--- src/rtl/matrix_pkg.sv ---
// Shared definitions for the LED matrix row driver: default geometry,
// scan phase encoding and one-hot column helpers.
package matrix_pkg;

   localparam int MATRIX_COLS = 3;
   localparam int MATRIX_ROWS = 7;

   // Widest column vector the helper functions accept; narrower vectors are zero-extended.
   localparam int MAX_COLS = 32;

   typedef enum logic {
      ST_BLANK = 1'b0,
      ST_SHOW  = 1'b1
   } phase_t;

   // Position of the set bit in a one-hot vector (highest set bit if several are set).
   function automatic int onehot_to_index(input logic [MAX_COLS-1:0] vec);
      int idx;
      idx = 0;
      for (int i = 0; i < MAX_COLS; i++) begin
         if (vec[i]) begin
            idx = i;
         end
      end
      return idx;
   endfunction

   // True when exactly one bit is set.
   function automatic logic is_onehot(input logic [MAX_COLS-1:0] vec);
      return (vec != '0) && ((vec & (vec - MAX_COLS'(1))) == '0);
   endfunction

endpackage

--- src/rtl/matrix_row_driver_buffer.sv ---
// Double frame buffer: a shadow register filled over a valid/ready handshake
// and an active register that the scan reads, copied from the shadow on swap.
module frame_double_buffer
   import matrix_pkg::*;
#(
   parameter int WIDTH = MATRIX_COLS * MATRIX_ROWS
) (
   input  logic             clock,
   input  logic             reset,
   input  logic [WIDTH-1:0] in_data,
   input  logic             in_valid,
   output logic             in_ready,
   input  logic             swap,
   output logic [WIDTH-1:0] active
);

   logic [WIDTH-1:0] shadow;
   logic             shadow_full;

   // Ready is simply the inverse of a register, so it stays glitch-free and drops the cycle after a transfer.
   assign in_ready = !shadow_full;

   // Accept a frame into the empty shadow, or hand a full shadow over to the active side on swap.
   always_ff @(posedge clock or negedge reset) begin
      if (!reset) begin
         shadow      <= '0;
         shadow_full <= 1'b0;
         active      <= '0;
      end else if (in_valid && in_ready) begin
         shadow      <= in_data;
         shadow_full <= 1'b1;
      end else if (swap && shadow_full) begin
         active      <= shadow;
         shadow_full <= 1'b0;
      end
   end

endmodule

--- src/rtl/matrix_row_driver.sv ---
// Row-side driver for the LED matrix: paces the column ring counter with a
// col_step strobe, blanks the rows around each column change and drives the
// active column's pattern from a double-buffered frame.
module matrix_row_driver
   import matrix_pkg::*;
#(
   parameter int COLS  = MATRIX_COLS,
   parameter int ROWS  = MATRIX_ROWS,
   parameter int DWELL = 1000,
   parameter int BLANK = 4
) (
   input  logic                 clock,
   input  logic                 reset,
   input  logic                 enable,
   input  logic [COLS-1:0]      col,
   output logic                 col_step,
   output logic [ROWS-1:0]      row,
   input  logic [COLS*ROWS-1:0] frame_data,
   input  logic                 frame_valid,
   output logic                 frame_ready,
   output logic                 col_error
);

   localparam int PHASE_MAX = (DWELL > BLANK) ? DWELL : BLANK;
   localparam int CNT_W     = $clog2(PHASE_MAX + 1);
   localparam logic [CNT_W-1:0] DWELL_LAST = CNT_W'(DWELL - 1);
   localparam logic [CNT_W-1:0] BLANK_LAST = CNT_W'(BLANK - 1);

   phase_t                state;
   phase_t                state_next;
   logic [CNT_W-1:0]      cnt;
   logic [CNT_W-1:0]      cnt_next;
   logic [COLS*ROWS-1:0]  active;
   logic                  col_valid;
   int                    col_idx;
   logic [ROWS-1:0]       col_pattern;
   logic                  swap;

   assign col_valid = is_onehot(MAX_COLS'(col));
   assign col_idx   = onehot_to_index(MAX_COLS'(col));

   // Swapping only at the last column's step keeps a frame from tearing; a stopped scan swaps at once.
   assign swap = enable ? (col_step && col[COLS-1]) : 1'b1;

   frame_double_buffer #(
      .WIDTH(COLS * ROWS)
   ) u_buffer (
      .clock    (clock),
      .reset    (reset),
      .in_data  (frame_data),
      .in_valid (frame_valid),
      .in_ready (frame_ready),
      .swap     (swap),
      .active   (active)
   );

   // Select the stored pattern of the currently lit column.
   always_comb begin
      col_pattern = '0;
      for (int c = 0; c < COLS; c++) begin
         if (col_idx == c) begin
            col_pattern = active[c*ROWS +: ROWS];
         end
      end
   end

   // Phase state and dwell counter registers.
   always_ff @(posedge clock or negedge reset) begin
      if (!reset) begin
         state <= ST_BLANK;
         cnt   <= '0;
      end else begin
         state <= state_next;
         cnt   <= cnt_next;
      end
   end

   // Blank for BLANK cycles, show for DWELL cycles, strobe col_step on the last shown cycle.
   always_comb begin
      state_next = state;
      cnt_next   = cnt;
      col_step   = 1'b0;
      if (!enable) begin
         state_next = ST_BLANK;
         cnt_next   = '0;
      end else begin
         case (state)
            ST_BLANK: begin
               if (cnt == BLANK_LAST) begin
                  state_next = ST_SHOW;
                  cnt_next   = '0;
               end else begin
                  cnt_next = cnt + 1'b1;
               end
            end
            ST_SHOW: begin
               if (cnt == DWELL_LAST) begin
                  col_step   = 1'b1;
                  state_next = ST_BLANK;
                  cnt_next   = '0;
               end else begin
                  cnt_next = cnt + 1'b1;
               end
            end
            default: begin
               state_next = ST_BLANK;
               cnt_next   = '0;
            end
         endcase
      end
   end

   // Register the row drive; dark unless showing a valid one-hot column.
   always_ff @(posedge clock or negedge reset) begin
      if (!reset) begin
         row <= '0;
      end else if (enable && (state == ST_SHOW) && col_valid) begin
         row <= col_pattern;
      end else begin
         row <= '0;
      end
   end

   // Latch a sticky error whenever the column selector is not one-hot while lit.
   always_ff @(posedge clock or negedge reset) begin
      if (!reset) begin
         col_error <= 1'b0;
      end else if (enable && (state == ST_SHOW) && !col_valid) begin
         col_error <= 1'b1;
      end
   end

endmodule
--- config.mk ---
export PLATFORM = sky130hd
export DESIGN_NAME = matrix_row_driver
export DESIGN_NICKNAME = d
export VERILOG_FILES = /design/src/rtl/matrix_pkg.sv /design/src/rtl/matrix_row_driver_buffer.sv /design/src/rtl/matrix_row_driver.sv
export SDC_FILE = /design/constraint.sdc
export NUM_CORES = 1
export LEC_CHECK = 0
export CORE_UTILIZATION = 53
export DETAILED_ROUTE_END_ITERATION = 6
export GPL_TIMING_DRIVEN = 0
export PLACE_DENSITY_LB_ADDON = 0.25
export SYNTH_ARGS = -nofsm -noshare
export SYNTH_HDL_FRONTEND = slang
export SYNTH_SLANG_ARGS = --single-unit
--- constraint.sdc ---
create_clock -name clock -period 2.5 [get_ports clock]
set_input_delay 0.375 -clock clock [delete_from_list [all_inputs] [get_ports clock]]
set_output_delay 0.375 -clock clock [all_outputs]
set_load 0.05 [all_outputs]
======== Yosys cells after proc, flatten, opt, wreduce, memory -nomap -nowiden ========
Index checks and enable logic that the tools add are counted.
operators by class
  reduce and logical (&&, ||, !) cells .... 14
  shifts and indexed selects .............. 0
  divide/modulo/power cells ............... 0
  $add $sub $neg .......................... 2
  bitwise logic cells ..................... 3
  $lt $le $gt $ge ......................... 0
  equality and inequality tests ........... 4
  $mul .................................... 0
  mux-type cells .......................... 20
operator list
  cell                                                                number
  32-bit zero test                                                    2
  3-bit by 32-bit AND with 32-bit output                              1
  32-bit by 2-bit == test with 1-bit output, second input constant    1
  32-bit by 3-bit == test with 1-bit output, second input constant    1
  10-bit 2-to-1 mux                                                   3
  7-bit 2-to-1 mux                                                    4
  10-bit one-hot mux with 2 select lines                              1
  10-bit by 1-bit adder with 10-bit output, second input constant     1
  10-bit == test, second input constant                               1
  10-bit by 2-bit == test with 1-bit output, second input constant    1
  1-bit 2-to-1 mux                                                    10
  1-bit logical AND                                                   7
  3-bit by 1-bit subtractor with 4-bit output, second input constant  1
  3-bit nonzero test                                                  1
  1-bit zero test                                                     2
  2-bit 2-to-1 mux                                                    1
  1-bit NOT                                                           2
  1-bit one-hot mux with 2 select lines                               1
  2-bit AND reduction                                                 1
  2-bit nonzero test                                                  1
storage, ports and cells
  memories kept ........................... 0
  logic and storage cells ................. 50
  latch bits .............................. 0
  ROM bits ................................ 0
  output and inout port bits .............. 10
  input port bits ......................... 28
  bits in writable memories ............... 0
  register bits after elaboration ......... 62

======== Depth between registers and ports, before layout ========
  depth in word-level cells ............... 9
  depth in mapped cells ................... 6
  gate-level depth less buffers ........... 5

======== Modules after synthesis ========
Synthesis repeated with hierarchy kept, for this count alone.
second synthesis, totals
  cell total of the unflattened synthesis .. 194
  area, all modules ....................... 2691.3 um^2
by module, submodules not included
  module               seq. area each (um^2)  area an instance (um^2)  instances  cells an instance
  frame_double_buffer  1076.0                 1691.6                   1          93
  matrix_row_driver    475.5                  999.7                    1          101

======== Worst setup path after synthesis ========
OpenSTA, ideal clock, no wires.
  path kind ............................... flip-flop to output port
  start ................................... register cnt[0]
  end ..................................... output port col_step
  setup slack ............................. 522 ps
  arrival time ............................ 1603 ps
  required time ........................... 2125 ps
  cell stages (with the launch flop) ...... 5
  path buffers ............................ 0
  cell sequence ........................... dfrtp_1 > ha_1 > nor3b_4 > nand3_1 > nor2_1
on the way
  word-level cells in the longest chain between the ends .. 4
ends and longest elaborated chain
  item                    line                     text
  from (decl)             matrix_row_driver.sv:31  logic [CNT_W-1:0] cnt;
  from (signal assigned)  matrix_row_driver.sv:74  cnt <= cnt_next;
  10-bit == test          matrix_row_driver.sv:97  if (cnt == DWELL_LAST) begin
  1-bit 2-to-1 mux        matrix_row_driver.sv:97
  1-bit 2-to-1 mux        matrix_row_driver.sv:87  case (state)
  1-bit 2-to-1 mux        matrix_row_driver.sv:83  if (!enable) begin
  to (decl)               matrix_row_driver.sv:16  output logic col_step,
Every way passes these cells.

======== Worst setup path in the final report ========
Same ends and word-level chain as after synthesis.

==> impl_metrics.csv <==
group,metric,value,unit
pwr,pwr_density_cell,874,nW/µm²
cts,cts_made_buffers,9,
layout,final_area,3280,µm²
layout,final_cell_mix,"62 x dfrtp_1, 33 x clkdlybuf4s50_1, 30 x nor2_1, 22 x mux2_2, 20 x mux2_4",
pwr,power_frac_seq,48.5,%
worst_setup_path,critical_path_buf_inv_count,1,
yosys,yosys.area.top_type_share,58.5,%
floorplan,ios,38,
grt,gr-usage-all-layers,19.8,%
outcome,status,"completed",
floorplan,num_rows,25,
timing,drv_slew,0,
job,cap_violations,0,
timing,whs,92.3,ps
place,post-place-ws,91.9,ps
grt,grt_pass1_wl,7670,µm
timing,period_needed,2220,ps
timing,worstMarginPinSlew,701,ps
cts,clk_pin_slew,70,ps
detailed_routing,ant_nets,0,
yosys,ys_ff_latch,62,
detailed_routing,drt_iter0_drc,82,
pwr,power,2.87,mW
layout,diodes,0,
floorplan,die_h,72.7,µm
worst_setup_path,path_max_fanout,4,
floorplan,floorplan.initialDensity,55.7,%
layout,area_growth,23.9,%
worst_setup_path,cp-end-kind,"primary output",
detailed_routing,vias_per_cell,5.16,
worst_setup_path,critPathRequiredTime,2120,ps
pwr,sw_frac_of_total,25.5,%
worst_setup_path,slowest_delay,400,ps
cts,cts_tree,"built",
pwr,p_clk_share,29.8,%
yosys,yosysWarnings,0,
place,dp_hpwl,3110,µm
detailed_routing,routed_wl,4520,µm
worst_hold_path,hp-class,"in2async",
grt,gr-total-overflow,0,
place,dpl-instance-area,3100,µm²
yosys,ys_types,29,
detailed_routing,avgRoutedWirePerCell,14.4,µm
floorplan,die_x,72.7,µm
detailed_routing,drc,0,
timing,hold_viol,0,
layout,nNetsFinal,273,
yosys,netlist_area,2650,µm²
worst_setup_path,worstSetupPathType,"reg2out",
worst_setup_path,path_cells,"ha_1 -> nor3b_4 -> nand3_1 -> nor2_1 -> clkbuf_2",
timing,setup_slack,282,ps
pwr,internal_power,2.14,mW
timing,min_period_over_period,88.7,%
floorplan,coreArea,4750,µm²
yosys,syn_avg_cell_area,13.5,µm²
grt,grt_max_degree,33,
timing,fmax,451,MHz
cts,clock_sinks,62,
grt,antenna_found_initial,0,
yosys,ys_seq_area_share,58.5,%
yosys,syn_inst,197,
worst_setup_path,crit_path_top_delay_cell,"dfrtp_1",
timing,setup_tns,0,ps
floorplan,die_area,5290,µm²
yosys,synthTopCellsByArea,"dfrtp_1 59%, mux2_4 11%, mux2_2 9.3%",
worst_setup_path,crit_family,"simple AND/OR/NAND/NOR gates",
layout,drive_gt1_share,27.1,%
timing,slew-limit-headroom,53.3,%
timing,fin_skew,10.1,ps
timing,setup_viol,0,
cts,root_buffer,"clkbuf_8",
yosys,synth_nets,226,
place,place.port_buffers,35,
pwr,worst_ir_drop_vdd,0.580,mV
yosys,synth_top_area_cell,"dfrtp_1",
layout,layout_commonest_cell,"dfrtp_1",
cts,h-tree-depth,3,
detailed_routing,vias,1621,
timing,rsz0062_at_grt,"false",
detailed_routing,firstDrtPassIters,4,
cts,holdBufCountCts,0,
pwr,p_leak,1.48,nW
worst_setup_path,start_kind,"flip-flop",
cts,clock_path_buffers,2,
worst_setup_path,worst_ep_arrival_time,1840,ps
pwr,p_comb_share,21.7,%
cts,clkLatencyLatePin,330,ps
grt,grt_pass1_vias,1604,
pwr,power_switching,0.731,mW
place,gp_congestion,0.790,
final cells by class:
type                    instances  area [µm²]
plain buffers                   7        46.3
well taps                      67        83.8
inverters                       3        11.3
multi-input cells             125        1040
clock buffers                  13         159
flip-flops and latches         62        1550
repair buffers                 36         360
clock inverters                 1        30.0
fillers                       371        1470
registers in the layout, indices dropped and copies added (netlist names):
signal,count
state,1
u_buffer.shadow,21
col_error,1
cnt,10
u_buffer.active,21
u_buffer.shadow_full,1
row,7
cells in the mapped netlist, drive strengths merged:
cell / n
a31o: 1
a31oi: 1
mux2: 42
clkbuf: 1
xor2: 3
buf: 6
nand4b: 1
nand3: 5
and3: 1
nor2b: 1
o2111ai: 1
o21ai: 2
and2: 1
nor4: 2
and4: 2
nand2: 6
ha: 1
nor3: 2
a21oi: 9
inv: 3
dfrtp: 62
nor3b: 1
xnor2: 6
nor2: 30
mux2i: 7
stage by stage:
step,utilization (%),std cells
floorplan,-,197
global placement,64.9,299
detailed placement,65.2,300
CTS,69.1,314
global route,69.1,314
finish,69.1,314
repair_timing:
action,in CTS,in global routing
gates resized for setup,1,2
buffers inserted,0,0
gates cloned,0,0
setup endpoints to repair,1,1
worst paths after layout:
| path | from | to | slack [ps] | cells after the start |
|---|---|---|---|---|
| max in group asynchronous | reset | u_buffer.active[4]$_DFFE_PN0P_ | 1800 | 2 |
| hold reg to reg | col_error$_DFFE_PN0P_ | col_error$_DFFE_PN0P_ | 460 | 1 |
| hold / removal | reset | row[0]$_DFF_PN0_ | 90 | 1 |
| setup / recovery | cnt[0]$_DFF_PN0_ | col_step | 280 | 5 |
| min in group clock | col_error$_DFFE_PN0P_ | col_error$_DFFE_PN0P_ | 460 | 1 |
| setup reg to reg | cnt[0]$_DFF_PN0_ | u_buffer.active[14]$_DFFE_PN0P_ | 620 | 6 |
power by group through the flow:
| stage | sequential [mW] | combinational [mW] | clock [mW] |
|---|---|---|---|
| after floorplan | 1.39 | 0.442 | 0 |
| after global placement | 1.39 | 0.605 | 0 |
| after detailed placement | 1.41 | 0.622 | 0 |
| after CTS | 1.39 | 0.629 | 0.871 |
| after global routing | 1.42 | 0.674 | 0.912 |
| final | 1.39 | 0.622 | 0.855 |
routing by layer:
layer  vias up  GRT usage (%)  share of wire (%)
met3         8           6.63                4.9
met2        50           28.5                 44
met5         -              0                  0
li1        770              -                  -
met4         0           8.06                1.5
met1       793           27.9                 49
cells by family (layout without fill, tap and decap cells):
logic type      count (synthesis)  in the layout  synth area share (%)
flops                          62             62                  58.5
fa+ha+maj                       1              1                 0.472
xor+xnor                        9              9                  2.97
mux                            49             49                  23.3
simple gates                   52             52                  9.40
buf+inv                        10             60                  2.17
compound gates                 14             14                  3.12
Note: power is estimated with default switching activity, not from simulation.
